$ cat src/rtl/ibex_pkg.sv
// Shared constants and types for the CFI call/return detector.
// Build macro IBEX_CFI_X5_LINK_EN adds x5 as a second link register.
package ibex_pkg;

    localparam logic [6:0] OPCODE_JAL  = 7'b1101111;
    localparam logic [6:0] OPCODE_JALR = 7'b1100111;

    localparam logic [4:0] REG_RA = 5'd1;
    localparam logic [4:0] REG_T0 = 5'd5;

    typedef enum logic {
        CFI_IDLE,
        CFI_SWAP_PUSH
    } cfi_state_e;

    typedef enum logic [1:0] {
        CFI_NONE,
        CFI_PUSH,
        CFI_POP,
        CFI_SWAP
    } cfi_op_e;

    function automatic logic is_link(input logic [4:0] r);
`ifdef IBEX_CFI_X5_LINK_EN
        return (r == REG_RA) || (r == REG_T0);
`else
        return (r == REG_RA);
`endif
    endfunction

endpackage

$ cat src/rtl/ibex_cfi_link_decode.sv
// Classifies a retiring instruction as none/push/pop/swap.
// Link set depends on IBEX_CFI_X5_LINK_EN via ibex_pkg::is_link.
module ibex_cfi_link_decode (
    input  logic [31:0]            instr,
    output ibex_pkg::cfi_op_e      op
);
    import ibex_pkg::*;

    logic [6:0] opcode;
    logic [2:0] funct3;
    logic [4:0] rd;
    logic [4:0] rs1;
    logic       is_jal;
    logic       is_jalr;
    logic       link_rd;
    logic       link_rs1;
    logic       unused_imm;

    assign opcode     = instr[6:0];
    assign rd         = instr[11:7];
    assign funct3     = instr[14:12];
    assign rs1        = instr[19:15];
    assign unused_imm = ^instr[31:20];

    assign is_jal   = (opcode == OPCODE_JAL);
    assign is_jalr  = (opcode == OPCODE_JALR) && (funct3 == 3'b000);
    assign link_rd  = is_link(rd);
    assign link_rs1 = is_link(rs1);

    always_comb begin
        op = CFI_NONE;
        unique case (1'b1)
            is_jal: begin
                if (link_rd) op = CFI_PUSH;
            end
            is_jalr: begin
                if (link_rd && !link_rs1) op = CFI_PUSH;
                else if (!link_rd && link_rs1) op = CFI_POP;
                else if (link_rd && link_rs1) begin
                    op = (rd == rs1) ? CFI_PUSH : CFI_SWAP;
                end
            end
            default: ;
        endcase
    end

endmodule

$ cat src/rtl/ibex_cfi_call_ret_detect.sv
// Detects calls/returns at retirement and drives shadow-stack push/pop.
// IBEX_CFI_X5_LINK_EN enables x5 linking and coroutine-swap sequencing.
module ibex_cfi_call_ret_detect (
    input  logic        clk_i,
    input  logic        rst_ni,
    input  logic        instr_valid_i,
    output logic        instr_ready_o,
    input  logic [31:0] instr_i,
    input  logic        instr_is_compressed_i,
    input  logic [31:0] pc_i,
    input  logic [31:0] jump_target_i,
    output logic        push_o,
    output logic [31:0] push_addr_o,
    output logic        pop_o,
    output logic [31:0] pop_addr_o,
    input  logic        ss_error_i,
    input  logic        alert_clr_i,
    output logic        cfi_alert_o
);
    import ibex_pkg::*;

    cfi_state_e  state_q, state_d;
    cfi_op_e     op;
    logic        accept;
    logic [31:0] ret_addr;
    logic [31:0] ret_q, ret_d;
    logic        push_d, pop_d;
    logic [31:0] push_addr_d, pop_addr_d;
    logic        alert_d;

    ibex_cfi_link_decode u_decode (
        .instr (instr_i),
        .op    (op)
    );

`ifdef IBEX_CFI_X5_LINK_EN
    assign instr_ready_o = (state_q == CFI_IDLE);
`else
    assign instr_ready_o = 1'b1;
`endif

    assign accept   = instr_valid_i && instr_ready_o;
    assign ret_addr = pc_i + (instr_is_compressed_i ? 32'd2 : 32'd4);

    always_comb begin
        state_d     = state_q;
        ret_d       = ret_q;
        push_d      = 1'b0;
        pop_d       = 1'b0;
        push_addr_d = '0;
        pop_addr_d  = '0;
        case (state_q)
            CFI_IDLE: begin
                if (accept) begin
                    case (op)
                        CFI_PUSH: begin
                            push_d      = 1'b1;
                            push_addr_d = ret_addr;
                        end
                        CFI_POP: begin
                            pop_d      = 1'b1;
                            pop_addr_d = jump_target_i;
                        end
                        CFI_SWAP: begin
`ifdef IBEX_CFI_X5_LINK_EN
                            pop_d      = 1'b1;
                            pop_addr_d = jump_target_i;
                            ret_d      = ret_addr;
                            state_d    = CFI_SWAP_PUSH;
`else
                            push_d      = 1'b1;
                            push_addr_d = ret_addr;
`endif
                        end
                        default: ;
                    endcase
                end
            end
            // pop goes out this cycle; queue the held return address
            CFI_SWAP_PUSH: begin
                push_d      = 1'b1;
                push_addr_d = ret_q;
                state_d     = CFI_IDLE;
            end
            default: state_d = CFI_IDLE;
        endcase
    end

    // a fresh error outranks a clear in the same cycle
    assign alert_d = (ss_error_i && (push_o || pop_o)) ? 1'b1 :
                     alert_clr_i                        ? 1'b0 :
                                                          cfi_alert_o;

    always_ff @(posedge clk_i or negedge rst_ni) begin
        if (!rst_ni) begin
            state_q     <= CFI_IDLE;
            ret_q       <= '0;
            push_o      <= 1'b0;
            pop_o       <= 1'b0;
            push_addr_o <= '0;
            pop_addr_o  <= '0;
            cfi_alert_o <= 1'b0;
        end else begin
            state_q     <= state_d;
            ret_q       <= ret_d;
            push_o      <= push_d;
            pop_o       <= pop_d;
            push_addr_o <= push_addr_d;
            pop_addr_o  <= pop_addr_d;
            cfi_alert_o <= alert_d;
        end
    end

endmodule

$ cat config.mk
export PLATFORM = sky130hd
export DESIGN_NAME = ibex_cfi_call_ret_detect
export DESIGN_NICKNAME = d
export VERILOG_FILES = /design/src/rtl/ibex_pkg.sv /design/src/rtl/ibex_cfi_link_decode.sv /design/src/rtl/ibex_cfi_call_ret_detect.sv
export SDC_FILE = /design/constraint.sdc
export NUM_CORES = 1
export LEC_CHECK = 0
export BUFFER_PORTS_ARGS = -buffer_cell sky130_fd_sc_hd__buf_2
export CAP_MARGIN = 20
export CORE_AREA = 2 2 106 67
export CTS_CLUSTER_SIZE = 12
export DETAILED_ROUTE_END_ITERATION = 7
export DIE_AREA = 0 0 108 69
export GPL_TIMING_DRIVEN = 1
export HOLD_SLACK_MARGIN = 0.12
export PLACE_DENSITY = 0.87
export SLEW_MARGIN = 10
export SYNTH_ARGS = -nofsm -noshare
export SYNTH_HDL_FRONTEND = slang
export SYNTH_HIERARCHICAL = 1
export SYNTH_SLANG_ARGS = --single-unit
$ cat constraint.sdc
create_clock -name clk_i -period 1.6 [get_ports clk_i]
set_input_delay 0.32 -clock clk_i [delete_from_list [all_inputs] [get_ports clk_i]]
set_output_delay 0.32 -clock clk_i [all_outputs]
set_load 0.02 [all_outputs]
==> results.json <==
{
  "finalClockSkew_ns": 0.00578,
  "crit_path_end_kind": "flop",
  "detail_route.wl_per_cell_um": 18.0,
  "cts_num_sinks": 67,
  "critPathKind": "in -> reg",
  "seq_area_mm2": 0.00168,
  "grt_util_met1_pct": 35.0,
  "relSlewSlack_pct": 62.7,
  "yosys.area.top_type_share_pct": 56.7,
  "status": "finished with violations",
  "track_usage_pct": 27.3,
  "grt_max_degree": 68,
  "drv_cap": 0,
  "cts_buffers": 9,
  "clkTransAtPathRegs_ns": 0.08,
  "use_met2_pct": 46.5,
  "min_path_cells": 2,
  "top_usage_layer": "met2",
  "nFillCells": 412,
  "grt_remaining_overflow": 0,
  "min_period_ns": 1.91,
  "r2r-end": "cfi_alert_o$_DFFE_PN0P_",
  "met3_usage_pct": 6.34,
  "initial_core_util_pct": 45.7,
  "reg2reg_from": "pop_o$_DFF_PN0_",
  "clk_path_buf_depth": 2,
  "ys_types": 42,
  "multi_input_area_mm2": 0.00150,
  "finalHoldWorstSlack_ns": 0.191,
  "die_area_mm2": 0.00745,
  "syn-cell-area_mm2": 0.00296,
  "setup_ws_ns": -0.314,
  "synth_seq_area_share_pct": 56.7,
  "wl_um": 10600,
  "dpl_cell_area_mm2": 0.00426,
  "drt-pass1-iter-count": 7,
  "syn_area_per_cell_um2": 10.7,
  "setup_violations": 61,
  "grt_pass1_vias": 3153,
  "vias": 3141,
  "critPathMaxFanout": 6,
  "die_w_um": 108,
  "hold_class": "in -> reg",
  "htree_levels": 3,
  "vias_per_cell": 5.31,
  "ys_seq_elements": 67,
  "violations": "setup timing",
  "crit_arrival_ns": 2.18,
  "crit_path_start_kind": "input port",
  "area_growth_pct": 68.8,
  "root_buffer": "clkbuf_8",
  "port_buffers": 156,
  "whs_endpoint": "pop_addr_o[9]$_DFF_PN0_",
  "syn_nets": 381,
  "antenna_cells": 0,
  "async_flop_share_pct": 100,
  "first_iter_violations": 273,
  "power_density_mw_per_mm2": 699,
  "ant_nets": 0,
  "hold_viol": 0,
  "gp_congestion": 0.901,
  "cts_tree": "built",
  "layout_worst_path_cycle_share_pct": 120,
  "clock_latency_ns": 0.33,
  "die_y_um": 69,
  "fin_nets": 605,
  "cp_data_required_time_ns": 1.86,
  "drive_above_1_share_pct": 59.7,
  "fin_area_mm2": 0.00499,
  "dp_hpwl_um": 6790,
  "core-area_mm2": 0.00647,
  "min_from": "jump_target_i[9]",
  "synth_top_cell_by_area": "dfrtp_1",
  "r2r_slack_ns": 0.81,
  "tightest_slew_ns": 0.557,
  "irDropWorstVdd_v": 0.000517,
  "synth-edff-count": 0,
  "synthFlopType": "dfrtp_1",
  "yosysWarnings": 6,
  "rows": 23,
  "pin_count": 170,
  "reg2regPathDepth": 2,
  "rsz0062_at_grt": "yes",
  "synthTopCellsByArea": "dfrtp_1, and2_1, xnor2_1",
  "drc": 0,
  "grt_pass1_wl_um": 15600,
  "antenna_found_initial": 0,
  "timing.fmax_mhz": 523,
  "synthCells": 276,
  "drv_slew": 0,
  "leakagePower_uw": 0.00266,
  "cp-startpoint": "instr_i[14]"
}
cells by family (layout without fill, tap and decap cells):
family                   count (synthesis)  in the layout  synth area share, %
adder cells (fa/ha/maj)                  3              3                 1.52
XOR/XNOR                                14             14                 4.15
multiplexers                             1              1                0.338
AO/OA/AOI/OAI                           39             39                 8.63
AND/OR/NAND/NOR                        131            132                 25.8
other                                    1              1                0.127
flip-flops                              67             67                 56.7
buffers and inverters                   20            247                 2.71
timing repair:
action | 4_1_cts | 5_1_grt
gates resized for setup | 46 | 38
hold buffers | 1 | 0
setup buffers | 10 | 8
endpoints found under the hold margin | 67 | 0
cloned | 5 | 1
setup endpoints to repair | 55 | 56
pin swaps | 12 | 12
layout by cell type (no fill, tap or decap), types with 3 or more instances in the layout:
cell      count
nor2_1       14
and3_1        5
nand3_1       7
inv_1         7
buf_8         3
dfrtp_1      67
nand4_1       8
and2_4        7
and2_1       27
a21oi_2      12
or4_4         6
clkinv_2      3
nor2_2        3
or4_1         4
buf_4        49
xor2_1        3
nand2_2       3
nand2_1      12
or3_1         3
a41o_1        3
o31ai_1       3
nand2b_1      3
buf_2       151
buf_12        5
xnor2_1      11
nor2_4        4
clkbuf_8     10
o21ai_0       6
buf_6        12
nor3_1        4
power breakdown:
| group | internal (uW) | total, uW | leakage, uW | switching (uW) |
|---|---|---|---|---|
| Combinational | 203 | 416 | 0.00162 | 213 |
| Clock | 748 | 1380 | 0.000102 | 634 |
| Sequential | 1690 | 1690 | 0.000937 | 0.0269 |
| Total | 2640 | 3490 | 0.00266 | 846 |
per-layer routing:
layer / part of all wire [%] / vias to the layer above
met3: 8.3 / 23
met4: 1.7 / 0
met5: 0 / -
met1: 41 / 1525
met2: 50 / 183
li1: - / 1410
worst max path at each step:
stage | to | slack (ns) | cells after the start
floorplan | push_addr_o[17]$_DFF_PN0_ | -0.42 | 7
global placement | push_addr_o[19]$_DFF_PN0_ | -0.59 | 9
detailed placement | push_addr_o[19]$_DFF_PN0_ | -0.68 | 9
CTS | push_addr_o[19]$_DFF_PN0_ | -0.22 | 9
global route | push_addr_o[24]$_DFF_PN0_ | -0.36 | 9
finish | push_addr_o[24]$_DFF_PN0_ | -0.31 | 9
per-stage QoR:
stage / setup slack [ns] / cells / power (uW) / TNS, ns / util (%)
after CTS: -0.216 / 587 / 3480 / -5.04 / 74.9
after detailed placement: -0.675 / 556 / 2090 / -27.34 / 65.9
after global routing: -0.362 / 591 / 3610 / -7.21 / 77.1
final: -0.314 / 591 / 3490 / -5.03 / 77.1
after global placement: -0.591 / 556 / 2070 / -25.90 / 65.9
after floorplan: -0.415 / 276 / 1820 / -15.51 / -
final cells by class:
class                      count  area share [%]
sequential                    67            33.6
multi-input combinational    190            30.1
timing repair buffer         223            29.4
clock buffer                  10            2.76
tap                           87            2.18
clock inverter                 5            1.08
inverter                       9           0.927
synth_stat cells, drive strengths merged (3+ instances only):
cell and n:
dfrtp 67, and2 34, nor2 21, nand2 17, a21oi 15, xnor2 11
or4 10, clkbuf 9, inv 9, nand3 9, nand4 8, nor3 7
o31ai 7, o21ai 6, and3 5, nand2b 4, or3 4, a31oi 3
a41o 3, nor4 3, xor2 3
sequential cells by signal (all words and copies together) (netlist names):
name	flops
pop_o	1
push_addr_o	32
pop_addr_o	32
cfi_alert_o	1
push_o	1
worst max-delay path, cell delays in order:
cell,delay (ns)
buf_6,0.09
or4_4,0.56
a2111oi_4,0.35
nand2_2,0.17
buf_12,0.18
clkinv_8,0.07
nand2_2,0.04
a31oi_1,0.22
a41o_1,0.18
(Power assumes the default switching activity.)
